## config.mk

```make
export PLATFORM = sky130hd
export DESIGN_NAME = pipe_scoreboard
export DESIGN_NICKNAME = d
export VERILOG_FILES = /design/src/rtl/pipe_pkg.sv /design/src/rtl/pipe_scoreboard_md_tracker.sv /design/src/rtl/pipe_scoreboard.sv
export SDC_FILE = /design/constraint.sdc
export NUM_CORES = 1
export LEC_CHECK = 0
export BUFFER_PORTS_ARGS = -buffer_cell sky130_fd_sc_hd__clkbuf_2
export CAP_MARGIN = 5
export CORE_AREA = 5 5 80 67
export CTS_BUF_LIST = sky130_fd_sc_hd__clkbuf_8
export DETAILED_ROUTE_END_ITERATION = 8
export DIE_AREA = 0 0 85 72
export GPL_TIMING_DRIVEN = 0
export PLACE_DENSITY = 0.8
export SETUP_SLACK_MARGIN = 0.1
export SLEW_MARGIN = 10
export SYNTH_ARGS = -nofsm -noshare
export SYNTH_HDL_FRONTEND = slang
export SYNTH_SLANG_ARGS = --single-unit
```

## constraint.sdc

```tcl
create_clock -name clock -period 2.6 [get_ports clock]
set_clock_uncertainty 0.2 [all_clocks]
set_input_delay 0.26 -clock clock [delete_from_list [all_inputs] [get_ports clock]]
set_output_delay 0.26 -clock clock [all_outputs]
set_load 0.005 [all_outputs]
```

## src/rtl/pipe_pkg.sv

```systemverilog
// Shared pipeline encodings: forward-select values, stage numbers, scoreboard entry
// layout and the opcode constants decode agrees on.
package pipe_pkg;

  localparam int unsigned FWD_RF = 0;
  localparam int unsigned STG_X  = 1;
  localparam int unsigned STG_M  = 2;
  localparam int unsigned STG_W  = 3;

  // Entry rd is sized for the largest supported register file; narrower files zero-extend.
  localparam int unsigned RD_MAX_W = 8;

  typedef struct packed {
    logic                valid;
    logic [RD_MAX_W-1:0] rd;
    logic                wr;
    logic                is_load;
  } sb_entry_t;

  typedef enum logic [3:0] {
    OP_ADDI = 4'd5,
    OP_SW   = 4'd7,
    OP_LW   = 4'd8
  } opcode_e;

  typedef enum logic [3:0] {
    ALU_MUL  = 4'd10,
    ALU_MULH = 4'd11,
    ALU_DIV  = 4'd12,
    ALU_REM  = 4'd13
  } md_alu_op_e;

endpackage

```

## src/rtl/pipe_scoreboard_md_tracker.sv

```systemverilog
// Long-latency multdiv sequencing: countdown, destination tracking, out-of-band
// write-back strobe and the decode conflict flags that depend on it.
module md_tracker #(
  parameter int unsigned RW     = 5,
  parameter int unsigned DEPTH  = 3,
  parameter int unsigned MD_LAT = 32
) (
  input  logic          clock,
  input  logic          reset,
  input  logic          issue,
  input  logic [RW-1:0] dec_rs1,
  input  logic          dec_rs1_used,
  input  logic [RW-1:0] dec_rs2,
  input  logic          dec_rs2_used,
  input  logic [RW-1:0] dec_rd,
  input  logic          dec_rd_wr,
  input  logic          dec_is_md,
  output logic          md_busy,
  output logic          md_wb_valid,
  output logic [RW-1:0] md_wb_rd,
  output logic          raw_conflict,
  output logic          waw_conflict,
  output logic          issue_conflict,
  output logic          wb_conflict
);

  localparam int unsigned CW = $clog2(MD_LAT + 1);

  logic [CW-1:0] md_cnt_q, md_cnt_d;
  logic [RW-1:0] md_rd_q, md_rd_d;

  always_comb begin
    md_cnt_d = md_cnt_q;
    md_rd_d  = md_rd_q;
    if (issue) begin
      md_cnt_d = CW'(MD_LAT);
      md_rd_d  = dec_rd;
    end else if (md_cnt_q != '0) begin
      md_cnt_d = md_cnt_q - CW'(1);
    end
  end

  always_ff @(posedge clock) begin
    if (!reset) begin
      md_cnt_q <= '0;
      md_rd_q  <= '0;
    end else begin
      md_cnt_q <= md_cnt_d;
      md_rd_q  <= md_rd_d;
    end
  end

  assign md_busy     = (md_cnt_q != '0);
  assign md_wb_valid = (md_cnt_q == CW'(1));
  assign md_wb_rd    = md_rd_q;

  // Reads are safe once the count reaches 1: the result is written back that cycle.
  assign raw_conflict = (md_cnt_q > CW'(1)) && (md_rd_q != '0) &&
                        ((dec_rs1_used && dec_rs1 == md_rd_q) ||
                         (dec_rs2_used && dec_rs2 == md_rd_q));
  assign waw_conflict   = md_busy && dec_rd_wr && (dec_rd == md_rd_q);
  assign issue_conflict = md_busy && dec_is_md;
  assign wb_conflict    = (md_cnt_q == CW'(DEPTH + 1)) && dec_rd_wr;

endmodule

```

## src/rtl/pipe_scoreboard.sv

```systemverilog
// Hazard/forwarding controller beside decode. Optional statistics counters are
// built only when SCOREBOARD_STATS_EN is defined.
module pipe_scoreboard
  import pipe_pkg::*;
#(
  parameter  int unsigned NREG     = 32,
  parameter  int unsigned DEPTH    = 3,
  parameter  int unsigned LD_STAGE = 2,
  parameter  int unsigned MD_LAT   = 32,
  localparam int unsigned RW       = $clog2(NREG),
  localparam int unsigned SW       = $clog2(DEPTH + 1)
) (
  input  logic          clock,
  input  logic          reset,
  input  logic          dec_valid,
  input  logic [RW-1:0] dec_rs1,
  input  logic [RW-1:0] dec_rs2,
  input  logic          dec_rs1_used,
  input  logic          dec_rs2_used,
  input  logic [RW-1:0] dec_rd,
  input  logic          dec_rd_wr,
  input  logic          dec_is_load,
  input  logic          dec_is_md,
  input  logic          flush,
  output logic          stall,
  output logic [SW-1:0] fwd_sel_a,
  output logic [SW-1:0] fwd_sel_b,
  output logic          md_busy,
  output logic          md_wb_valid,
  output logic [RW-1:0] md_wb_rd,
  output logic [31:0]   stat_stalls,
  output logic [31:0]   stat_fwds
);

  localparam int unsigned ENT_W = $bits(sb_entry_t);

  // Element i holds stage i+1; shifting left by one entry advances the pipeline.
  sb_entry_t [DEPTH-1:0] ent_q, ent_d;
  sb_entry_t             new_ent;
  logic [SW-1:0]         fwd_sel_a_q, fwd_sel_a_d, fwd_sel_b_q, fwd_sel_b_d;

  logic          haz_a, haz_b;
  logic [SW-1:0] fwd_a, fwd_b;
  logic          hazard, advance, md_issue;
  logic          raw_c, waw_c, issue_c, wb_c;

  // Returns {load_use_hazard, fwd_select} for the nearest matching producer.
  function automatic logic [SW:0] nearest_match(input sb_entry_t [DEPTH-1:0] ents,
                                                input logic [RW-1:0] rs, input logic used);
    sb_entry_t [DEPTH-1:0] walk;
    sb_entry_t             cur;
    logic                  found;
    logic                  haz;
    logic [SW-1:0]         fwd;
    walk  = ents;
    found = 1'b0;
    haz   = 1'b0;
    fwd   = SW'(FWD_RF);
    for (int unsigned k = STG_X; k <= DEPTH; k++) begin
      cur = walk[0];
      if (!found && used && rs != '0 && cur.valid && cur.wr && cur.rd == RD_MAX_W'(rs)) begin
        found = 1'b1;
        haz   = cur.is_load && (k < LD_STAGE);
        fwd   = (k < DEPTH) ? SW'(k + 1) : SW'(FWD_RF);
      end
      walk = walk >> ENT_W;
    end
    return {haz, fwd};
  endfunction

  assign {haz_a, fwd_a} = nearest_match(ent_q, dec_rs1, dec_rs1_used);
  assign {haz_b, fwd_b} = nearest_match(ent_q, dec_rs2, dec_rs2_used);

  assign hazard   = haz_a || haz_b || raw_c || waw_c || issue_c || wb_c;
  assign stall    = dec_valid && hazard && !flush;
  assign advance  = dec_valid && !stall && !flush;
  assign md_issue = advance && dec_is_md;

  md_tracker #(
    .RW     (RW),
    .DEPTH  (DEPTH),
    .MD_LAT (MD_LAT)
  ) u_md_tracker (
    .clock          (clock),
    .reset          (reset),
    .issue          (md_issue),
    .dec_rs1        (dec_rs1),
    .dec_rs1_used   (dec_rs1_used),
    .dec_rs2        (dec_rs2),
    .dec_rs2_used   (dec_rs2_used),
    .dec_rd         (dec_rd),
    .dec_rd_wr      (dec_rd_wr),
    .dec_is_md      (dec_is_md),
    .md_busy        (md_busy),
    .md_wb_valid    (md_wb_valid),
    .md_wb_rd       (md_wb_rd),
    .raw_conflict   (raw_c),
    .waw_conflict   (waw_c),
    .issue_conflict (issue_c),
    .wb_conflict    (wb_c)
  );

  always_comb begin
    new_ent = '0;
    if (advance) begin
      new_ent.valid   = 1'b1;
      new_ent.rd      = RD_MAX_W'(dec_rd);
      new_ent.wr      = dec_rd_wr && !dec_is_md;
      new_ent.is_load = dec_is_load;
    end
    ent_d       = ent_q << ENT_W;
    ent_d[0]    = new_ent;
    fwd_sel_a_d = advance ? fwd_a : SW'(FWD_RF);
    fwd_sel_b_d = advance ? fwd_b : SW'(FWD_RF);
  end

  always_ff @(posedge clock) begin
    if (!reset) begin
      ent_q       <= '0;
      fwd_sel_a_q <= '0;
      fwd_sel_b_q <= '0;
    end else begin
      ent_q       <= ent_d;
      fwd_sel_a_q <= fwd_sel_a_d;
      fwd_sel_b_q <= fwd_sel_b_d;
    end
  end

  assign fwd_sel_a = fwd_sel_a_q;
  assign fwd_sel_b = fwd_sel_b_q;

`ifdef SCOREBOARD_STATS_EN
  logic [31:0] stat_stalls_q, stat_stalls_d, stat_fwds_q, stat_fwds_d;
  logic [1:0]  fwd_inc;
  logic [32:0] fwd_sum;

  always_comb begin
    fwd_inc       = 2'(fwd_sel_a_q != '0) + 2'(fwd_sel_b_q != '0);
    fwd_sum       = {1'b0, stat_fwds_q} + 33'(fwd_inc);
    stat_fwds_d   = fwd_sum[32] ? '1 : fwd_sum[31:0];
    stat_stalls_d = (stat_stalls_q == '1) ? stat_stalls_q : stat_stalls_q + 32'(stall);
  end

  always_ff @(posedge clock) begin
    if (!reset) begin
      stat_stalls_q <= '0;
      stat_fwds_q   <= '0;
    end else begin
      stat_stalls_q <= stat_stalls_d;
      stat_fwds_q   <= stat_fwds_d;
    end
  end

  assign stat_stalls = stat_stalls_q;
  assign stat_fwds   = stat_fwds_q;
`else
  assign stat_stalls = '0;
  assign stat_fwds   = '0;
`endif

endmodule

```

# After elaboration in Yosys (flattened, before gate mapping)
# Index checks and enable logic that the tools add are counted.
# W data, S select, Z words.
# op_classes
mux	17
n_reduce_logical	64
addsub	1
n_eq_ne	11
n_lt_le_gt_ge	1
bitwise	2
# ops
operator	n
$eq A8 B5 Y1	6
$logic_and A1 B1 Y1	42
$eq A5 B5 Y1	3
$reduce_bool A5 Y1	3
$mux W6	2
$mux W11	1
$mux W1	10
$mux W2	4
$logic_not A1 Y1	7
$eq A6 B1 Y1 const B	1
$eq A6 B3 Y1 const B	1
$gt A6 B1 Y1 const B	1
$logic_or A1 B1 Y1	6
$reduce_bool A6 Y1	1
$reduce_or A3 Y1	2
$sub A6 B1 Y6 const B	1
$not A1 Y1	2
$reduce_and A2 Y1	1
$reduce_bool A2 Y1	1
$reduce_or A2 Y1	1
# totals
out_inout_bits	76
elab_cells	112
register_bits	46
in_bits	24

# Longest topological paths before layout
# Gate-level depths: netlist of the first run.
# logic_depth
depth_word	32
mapped_depth	8
depth_no_buf	7

# Hierarchy
# From an unflattened synthesis of the first run, not the netlist that was laid out.
# hier_totals
hier_cells	231
hier_area_um2	2084.5
# modules_own_cells
module	n_inst	area_each_um2	cells_per_inst	seq_area_each_um2
pipe_scoreboard	1	1380.1	154	380.4
md_tracker	1	704.4	77	220.2

# Worst setup path before layout of the first run
# No wires, ideal clock.
# synth_path
path_type	in2reg
from	input port dec_rs2[1]
to	register fwd_sel_a_q[0] (netlist: fwd_sel_a[0])
required_ps	2327
path_stages	7
n_path_buf	1
setup_ps	73
arrival_time_ps	2050
setup_slack_ps	277
path_cell_list	or4_1 > o21ai_1 > nor3_1 > o21a_1 > or4b_4 > buf_6 > nor3_2
# synth_via
elab_chain_len	32
elab_cells_between_ends	41
classes_between	4 x eq/ne; 5 x mux; 1 x bitwise; 31 x reduce/logical
# synth_rtl
item	line_no	rtl
from (decl)	pipe_scoreboard.sv:17	input logic [RW-1:0] dec_rs2,
$reduce_bool A5 Y1	pipe_scoreboard.sv:61	if (!found && used && rs != '0 && cur.valid && cur.wr && cur.rd == RD_MAX_W'(rs)) begin
$logic_and A1 B1 Y1 (4 in series)	pipe_scoreboard.sv:61	
$mux W1	pipe_scoreboard.sv:61	
$logic_not A1 Y1	pipe_scoreboard.sv:61	
$logic_and A1 B1 Y1 (5 in series)	pipe_scoreboard.sv:61	
$mux W1	pipe_scoreboard.sv:61	
$logic_not A1 Y1	pipe_scoreboard.sv:61	
$logic_and A1 B1 Y1 (5 in series)	pipe_scoreboard.sv:61	
$mux W1	pipe_scoreboard.sv:61	
$logic_or A1 B1 Y1	pipe_scoreboard.sv:74	assign hazard = haz_a || haz_b || raw_c || waw_c || issue_c || wb_c;
$logic_or A1 B1 Y1 * (4 in series)	pipe_scoreboard.sv:74	
$logic_and A1 B1 Y1 * (2 in series)	pipe_scoreboard.sv:75	assign stall = dec_valid && hazard && !flush;
$logic_not A1 Y1 *	pipe_scoreboard.sv:76	assign advance = dec_valid && !stall && !flush;
$logic_and A1 B1 Y1 * (2 in series)	pipe_scoreboard.sv:76	
$not A1 Y1 (no source line) *	n/a	
$reduce_or A3 Y1 (no source line) *	n/a	
to (signal assigned)	pipe_scoreboard.sv:124	fwd_sel_a_q <= fwd_sel_a_d;
to (decl)	pipe_scoreboard.sv:40	logic [SW-1:0] fwd_sel_a_q, fwd_sel_a_d, fwd_sel_b_q, fwd_sel_b_d;
# Mark *: on every way between the ends. The rest lies on a longest branch, timed or not.
# A chain may end at the register's enable or synchronous reset.

# Final worst setup path of the first run
# layout_path
from	register u_md_tracker.md_rd_q[3] (netlist: u_md_tracker.md_wb_rd[3])
to	output port stall
# layout_via
elab_chain_len	10
elab_cells_between_ends	16
classes_between	3 x eq/ne; 13 x reduce/logical
# layout_rtl
item	line_no	rtl
from (decl)	pipe_scoreboard_md_tracker.sv:30	logic [RW-1:0] md_rd_q, md_rd_d;
from (signal assigned)	pipe_scoreboard_md_tracker.sv:49	md_rd_q <= md_rd_d;
$eq A5 B5 Y1 (on tied branches)	pipe_scoreboard_md_tracker.sv:59, pipe_scoreboard_md_tracker.sv:60	
$logic_and A1 B1 Y1 (on tied branches)	pipe_scoreboard_md_tracker.sv:59, pipe_scoreboard_md_tracker.sv:60	
$logic_or A1 B1 Y1	pipe_scoreboard_md_tracker.sv:59	((dec_rs1_used && dec_rs1 == md_rd_q) ||
$logic_and A1 B1 Y1	pipe_scoreboard_md_tracker.sv:58	assign raw_conflict = (md_cnt_q > CW'(1)) && (md_rd_q != '0) &&
$logic_or A1 B1 Y1	pipe_scoreboard.sv:74	
$logic_or A1 B1 Y1 * (3 in series)	pipe_scoreboard.sv:74	
$logic_and A1 B1 Y1 * (2 in series)	pipe_scoreboard.sv:75	
to (decl)	pipe_scoreboard.sv:25	output logic stall,
# Marked as above.

==> results summary, run 1 <==
The maximum VDD drop is 0.238 mV. The count of mapped cells out of synthesis is 240. The portion of synthesized cell area occupied by the leading cell type came out at 0.293. The via-per-instance ratio is 4.05. Counting flops with an async set or reset pin after synthesis yields a share of 0. The count of flip-flops with a built-in enable after synthesis is 0.

Derived from the worst setup path, the maximum achievable clock frequency is 0.411 GHz. The tightest min-delay check is of the primary input to flip-flop type. The standard cell area after detailed placement came out at 2540 µm². The worst-skew pair later-pin latency is 280 ps. From left edge to right edge, the die measures 85 µm. The count of TritonRoute iterations in the first routing pass came out at 4. The post-CTS setup buffer count is 0. The wire length of the first global-routing pass is 7.15 mm. The total number of placement rows came out at 22. The initial core utilization is 0.460. The post-route fraction of the period consumed by the critical path is 0.936. The number of inserted filler cells in the final layout is 423.

The total area inside the core boundary comes to 4460 µm². Of all cell types, the one taking the most synthesized area is sky130_fd_sc_hd__dfxtp_1. The type of destination of the critical path is an output port. The final-report setup violation count is 0. The area growth from synthesis to layout is 31.5%.

The CTS buffer count came out at 5. The count of endpoints failing hold in the final timing report is 0. The flow ran to the end, and the final reports show no timing, DRC or antenna violations.

Cell internal power was estimated by the tool at 0.00108 W. Dividing total power by cell area gives a power density of 587 nW/µm². The critical path data arrival time came out at 1970 ps.

The wire-length estimate of the detail-placed layout is 3.84 mm. The sequential cell area is 604 µm². The TritonCTS clock tree is done. Traced cell by cell, the critical path runs through xor2_1 -> nor4_1 -> nand3_1 -> a21oi_2 -> nor2_1 -> a21boi_1 -> clkbuf_2. At the pin with the least slew margin, the transition time is 556 ps. The flop and latch count out of synthesis is 30. The Yosys warning count came out at 0. Of the total synthesized cell area, the portion taken by full adders, half adders and majority gates is 0.0183. The fraction of power consumed by combinational cells came out at 0.340. The critical path in this run is classified as flip-flop to output port. The post-synthesis mux area share came out at 0.0244. The pin count of the biggest net entering global routing is 11. The number of nets in the finished design came out at 374. The final standard cell count with taps included and fillers excluded came out at 407. The critical path launch point type is a flip-flop. The worst slack at placement came out at -19.0 ps.

The maximum number of buffers from clock root to sink came out at 2. The number of pins exceeding their max-slew limit in the final report came to 0. The detail route stage leaves a number of antenna-violating nets equal to 0. Sorting the synthesized cells by area gives the leading types as sky130_fd_sc_hd__dfxtp_1 (29%), sky130_fd_sc_hd__buf_4 (23%), sky130_fd_sc_hd__xnor2_1 (10%).

After detailed routing, the number of remaining DRC violations is 0. After synthesis, the largest family of logic cells by area is buffers and inverters. Leaving out fill and tap cells, the most frequent cells in the layout are sky130_fd_sc_hd__buf_4 (64), sky130_fd_sc_hd__conb_1 (64), sky130_fd_sc_hd__clkbuf_2 (35), sky130_fd_sc_hd__dfxtp_1 (27), sky130_fd_sc_hd__xnor2_1 (24). The footprint of the multi-input gates came out at 1170 µm². The die is 72 µm tall. The cell area after synthesis came out at 2050 µm². The maximum fanout encountered on the critical timing path is 6. Of the total power, the clock network draws 0.297. Routability-driven placement finished with a final weighted congestion of 0.868. The cell with the biggest individual delay on the critical path is sky130_fd_sc_hd__nor4_1. The delay contributed by the slowest stage of the critical path came out at 380 ps. The I/O pin count is 100. The iteration-0 DRC count of the detailed router is 55. The total via count after detailed routing came out at 1647. Measured against its own limit, the worst slew margin works out to 0.628. For this run, the leading register cell type out of synthesis is sky130_fd_sc_hd__dfxtp_1. The placed cell count came out at 398.

The reported max-cap violation count came out at 0. Data on the critical path is required at its endpoint by 2140 ps. The repair_antennas step left the layout with diodes totalling 0. Setup repair after global routing could not meet its margin everywhere.

Across all setup checks in the final design, the least slack found is 166 ps. The number of sinks driven by the clock tree came out at 30. The power spent charging and discharging nets came out at 0.000501 W.

The count of buffers inserted at the top-level ports is 35. The root buffer cell chosen for the clock tree is sky130_fd_sc_hd__clkbuf_8. The number of unique standard cell types used by synthesis is 34.

The clock transition at the registers of the reported paths came out at 60 ps. The post-synthesis compound-gate area fraction is 0.0530. The final layout contains routed wiring with a total length of 4.55 mm. Of the total synthesized cell area, the portion taken by AND, OR, NAND and NOR gates is 0.178.

The layout cell share with drive strength beyond 1 came out at 0.343. The fraction of the yosys area taken by sequential cells came out at 0.293. The average cell area after synthesis is 8.55 µm².

The leakage power came out at 1.37 nW. Global routing finished with a remaining overflow of 0. In the final routed layout, each cell accounts on average for 11.2 µm. The number of H-tree branching levels is 2. The final critical delay including setup and external delays came out at 2430 ps. The initial antenna violation count is 0. The xor and xnor fraction of the mapped netlist area is 0.166.

The via count of the first global-routing pass came out at 1598. The final non-filler cell area came out at 2700 µm². The switching share of power came out at 0.316. The die area is 6120 µm². The global routing usage summed across all routing layers is 0.147.

The share of total power dissipated in sequential elements is 0.363.
-- flip-flops by register name, summed over array words and instances (netlist names) --
name / cells
ent_d: 15
fwd_sel_a: 2
u_md_tracker.md_wb_rd: 5
u_md_tracker.md_cnt_q: 6
fwd_sel_b: 2
-- worst max-delay path: cells and delay by family, from the launching register on --
kind / cells / cell delay (ps)
DFF: 1 / 370
AOI/OAI and AO/OA: 2 / 380
xor gates and xnor gates: 1 / 170
buffers and inverters: 1 / 130
and+or+nand+nor: 3 / 640
-- per-layer routing --
layer	global-route usage	wire, µm	vias up
met5	0	0	-
met4	0.0598	59	0
met3	0.0488	371	8
met2	0.239	2200	64
met1	0.179	1920	708
li1	-	-	867
-- cells in the mapped netlist, types with 2 or more instances --
library cell               instances
sky130_fd_sc_hd__a21oi_1           3
sky130_fd_sc_hd__a31oi_1           3
sky130_fd_sc_hd__and2_1            9
sky130_fd_sc_hd__buf_4            64
sky130_fd_sc_hd__clkbuf_1          3
sky130_fd_sc_hd__dfxtp_1          30
sky130_fd_sc_hd__ha_1              3
sky130_fd_sc_hd__inv_1            10
sky130_fd_sc_hd__mux2i_1           5
sky130_fd_sc_hd__nand2_1          17
sky130_fd_sc_hd__nand3_1           4
sky130_fd_sc_hd__nand4_1           5
sky130_fd_sc_hd__nor2_1           12
sky130_fd_sc_hd__nor3_1            5
sky130_fd_sc_hd__nor4_1            4
sky130_fd_sc_hd__o21a_1            2
sky130_fd_sc_hd__o21ai_1           3
sky130_fd_sc_hd__or4_1             5
sky130_fd_sc_hd__xnor2_1          24
sky130_fd_sc_hd__xor2_1           15
-- worst paths after layout --
| path | from | end | slack [ps] | cells past startpoint |
|---|---|---|---|---|
| worst max-delay path | u_md_tracker.md_wb_rd[3] | stall | 170 | 7 |
| worst min-delay path | dec_rd[3] | ent_d[16] | 10 | 3 |
| worst max register to register | u_md_tracker.md_cnt_q[2] | fwd_sel_a[0] | 290 | 6 |
| worst min register to register | ent_d[21] | ent_d[32] | 300 | 1 |
-- stage by stage --
step / TNS [ps] / total power (W) / utilization / hold WS, ps
2_1_floorplan: 0 / 0.000966 / - / 136
3_3_place_gp: 0 / 0.00107 / 0.569 / 270
3_5_place_dp: -21.1 / 0.00109 / 0.569 / 274
4_1_cts: 0 / 0.00157 / 0.600 / 8.15
5_1_grt: 0 / 0.00168 / 0.605 / 14.6
6_report: 0 / 0.00158 / 0.605 / 14.6
-- power groups by stage --
| stage | Combinational (W) | Clock, W | Sequential (W) |
|---|---|---|---|
| 6_report | 0.000538 | 0.000471 | 0.000575 |
| 5_1_grt | 0.000603 | 0.000497 | 0.000579 |
| 4_1_cts | 0.000522 | 0.000480 | 0.000569 |
| 3_5_place_dp | 0.000514 | 0 | 0.000577 |
| 3_3_place_gp | 0.000498 | 0 | 0.000576 |
| 2_1_floorplan | 0.000400 | 0 | 0.000565 |
-- kinds of logic (layout without fill, tap and decap cells) --
kind of cell,Yosys count,count (layout)
buf+inv,79,123
flops,30,30
compound gates,17,17
mux,5,5
xor+xnor,39,39
fa+ha+maj,3,3
other cells,1,64
simple gates,66,66
-- timing repair --
item / CTS / global route
endpoints found under the hold margin: 2 / 0
hold buffers: 2 / 0
resized for setup: 2 / 7
setup endpoints to repair: 4 / 10
-- area by class of cell --
cell class	instances	share of cell area
timing repair buffer	37	0.0724
clock buffer	6	0.0306
buffer	68	0.186
clock inverter	1	0.0111
tap	60	0.0278
multi-input combinational	194	0.432
sequential	30	0.224
inverter	11	0.0153
(Power assumes the default switching activity.)
==> inputs of run 2 (changes only) <==
Settings changed: ABC_CLOCK_PERIOD_IN_PS set to 2600, CORE_AREA 5 5 80 67 to 5 5 72 74, DIE_AREA 0 0 85 72 to 0 0 77 79, PLACE_DENSITY 0.8 to 0.81.
==> run 2 against run 1 <==
  * First-iteration DRC count rose by 67%
  * Clock power shrank 2%
  * Sequential power increased by 0.7%
  * Setup slack worse by 42 ps
  * Via count increased by 0.85%
  * Power is 0.34% higher
  * Largest cell class unchanged
  * Highest routed layer unchanged
==> results summary, run 2 (synthesized netlist as in run 1, its figures left out) <==
The pin count of the biggest net entering global routing came out at 11. The total via count after detailed routing came out at 1661. At the end of routability-driven placement, the weighted congestion stood at 0.827. In this run, CTS created clock tree buffers numbering 5. The clock share of power came out at 0.291. The worst-case hold slack is 8.77 ps.

After routing the design area is 2710 µm². The standard cell area after detailed placement came out at 2530 µm². The clock transition at the registers of the reported paths came out at 60 ps. CTS built an H-tree with a depth of 2. In the layout the commonest cells are sky130_fd_sc_hd__buf_4 (64), sky130_fd_sc_hd__conb_1 (64), sky130_fd_sc_hd__clkbuf_2 (35), sky130_fd_sc_hd__dfxtp_1 (25), sky130_fd_sc_hd__xnor2_1 (24).

The worst setup path is launched from a primary input. Measured along the y axis, the die boundary spans 79 µm. Buffers placed on the I/O ports in this run total 35. The initial antenna violation count came out at 0. At the worst endpoint, the arrival time is 2020 ps.

The switching share of power is 0.329. The flow ran to the end, and the final reports show no timing, DRC or antenna violations. The final standard cell count with taps included and fillers excluded is 403. For this run the aggregate overflow at the end of global routing stands at 0. The floorplan has 25 rows. The global routing usage summed across all routing layers came out at 0.149. In the final layout, the share of cells above drive strength 1 is 0.358. The final core utilization came out at 0.598. The die area came out at 6080 µm². The sequential cell area came out at 607 µm².

The final-report setup violation count is 0. The worst-skew pair later-pin latency is 290 ps. In the final layout, the multi-input gates occupy 1180 µm². The final critical delay including setup and external delays came out at 2480 ps. Setup repair after global routing left no endpoint under its margin. The count of TritonRoute iterations in the first routing pass came out at 4. The number of inserted filler cells in the final layout came out at 423.

Power spread over the standard cell area amounts to 586 nW/µm². The internal power came out at 0.00107 W. The maximum number of buffers from clock root to sink came out at 2. The placed cell count came out at 392. The iteration-0 DRC count of the detailed router is 92. The number of flip-flops under the largest register name is 15. Clock tree synthesis selected as its root buffer the cell sky130_fd_sc_hd__clkbuf_8.

The total core area came out at 4540 µm². Wires add up to 4.52 mm. The die is 77 µm wide. Derived from the worst setup path, the maximum achievable clock frequency is 0.404 GHz. The reported max-cap violation count is 0. The via count of the first global-routing pass is 1635.

Pin placement for this block handled 100 I/O pins. Of the total power, registers draw 0.364. The worst setup path is captured at an output port. Data on the critical path is required at its endpoint by 2140 ps. The detailed-route DRC error count came out at 0.

The final HPWL from detailed placement is 3.65 mm. The number of nets in the finished design is 375. The worst hold path belongs to the class primary input to flip-flop.

The power spent charging and discharging nets is 0.000523 W. Of all nets on the critical path, the largest fanout is 4. The post-route fraction of the period consumed by the critical path is 0.952.

The worst slew margin relative to its limit came out at 0.639. The count of endpoints failing hold in the final timing report is 0. TritonCTS built the clock tree. After detailed routing, the number of vias per cell comes to 4.12. The slew at the pin closest to its max-slew limit came out at 539 ps. The critical path class is primary input to output port. The count of antenna diodes in the layout is 0. The wire length of the first global-routing pass is 7.27 mm. The number of nets with antenna violations after detailed routing is 0. The post-synthesis to final-layout area growth is 32.3%. The average routed wire per standard cell came out at 11.2 µm. The number of sinks driven by the clock tree came out at 30. For this configuration, the core starts out at a cell density of 0.452. VDD sags by at most 0.371 mV.

The overall power of the completed layout came out at 0.00159 W. The fraction of power consumed by combinational cells came out at 0.345. The leakage power came out at 1.38 nW. The number of pins exceeding their max-slew limit in the final report came out at 0.

The post-CTS setup buffer count is 0.
[run 2: cell types whose count changed in the layout (fill, tap and decap cells not counted), sizes merged]
cell / before / now
clkbuf: 44 / 43
dlygate4sd3: 2 / 3
clkinv: 0 / 2
[run 2: metal layers]
layer  part of all wire  global-route usage
met2               0.51               0.261
met4              0.019              0.0550
met3               0.10              0.0646
met1               0.37               0.157
met5                  0                   0
[run 2: final timing paths]
kind,slack (ps),cells after the start,start,to
hold / removal,9,3,dec_rd[1],ent_d[14]
setup / recovery,120,8,dec_rs1[1],stall
setup reg to reg,240,6,u_md_tracker.md_cnt_q[2],fwd_sel_a[0]
hold reg to reg,280,1,ent_d[21],ent_d[32]
[run 2: through the flow]
step                      setup slack (ps)  TNS (ps)
after floorplan                        277         0
after global placement               -11.8     -11.8
after detailed placement             -56.5      -101
after CTS                              125         0
after global routing                  61.5         0
final                                  125         0
[run 2: layout make-up]
type / count / area share
plain buffers: 68 / 0.185
inverters: 11 / 0.0152
repair buffers: 38 / 0.0756
clock inverters: 3 / 0.0148
well taps: 54 / 0.0249
flip-flops and latches: 30 / 0.224
multi-input cells: 194 / 0.435
clock buffers: 5 / 0.0254
[run 2: timing repair]
action,in CTS,in global routing
hold buffers,3,0
endpoints found under the setup margin,10,13
gates resized for setup,2,14
endpoints found under the hold margin,3,0
pin swaps,0,1
[run 2: worst max-delay path, cell delays in order]
cell                       delay [ps]
sky130_fd_sc_hd__clkbuf_2         140
sky130_fd_sc_hd__or4_1            530
sky130_fd_sc_hd__o21ai_1          240
sky130_fd_sc_hd__nor3_2           110
sky130_fd_sc_hd__o21a_2           240
sky130_fd_sc_hd__nor2_1           230
sky130_fd_sc_hd__a21boi_1         140
sky130_fd_sc_hd__clkbuf_2         130
[run 2: power groups by stage]
stage | Sequential [W] | Combinational (W) | Clock (W)
detailed placement | 0.000578 | 0.000509 | 0
CTS | 0.000568 | 0.000518 | 0.000471
global placement | 0.000574 | 0.000499 | 0
global route | 0.000588 | 0.000625 | 0.000498
finish | 0.000579 | 0.000548 | 0.000463
floorplan | 0.000565 | 0.000400 | 0
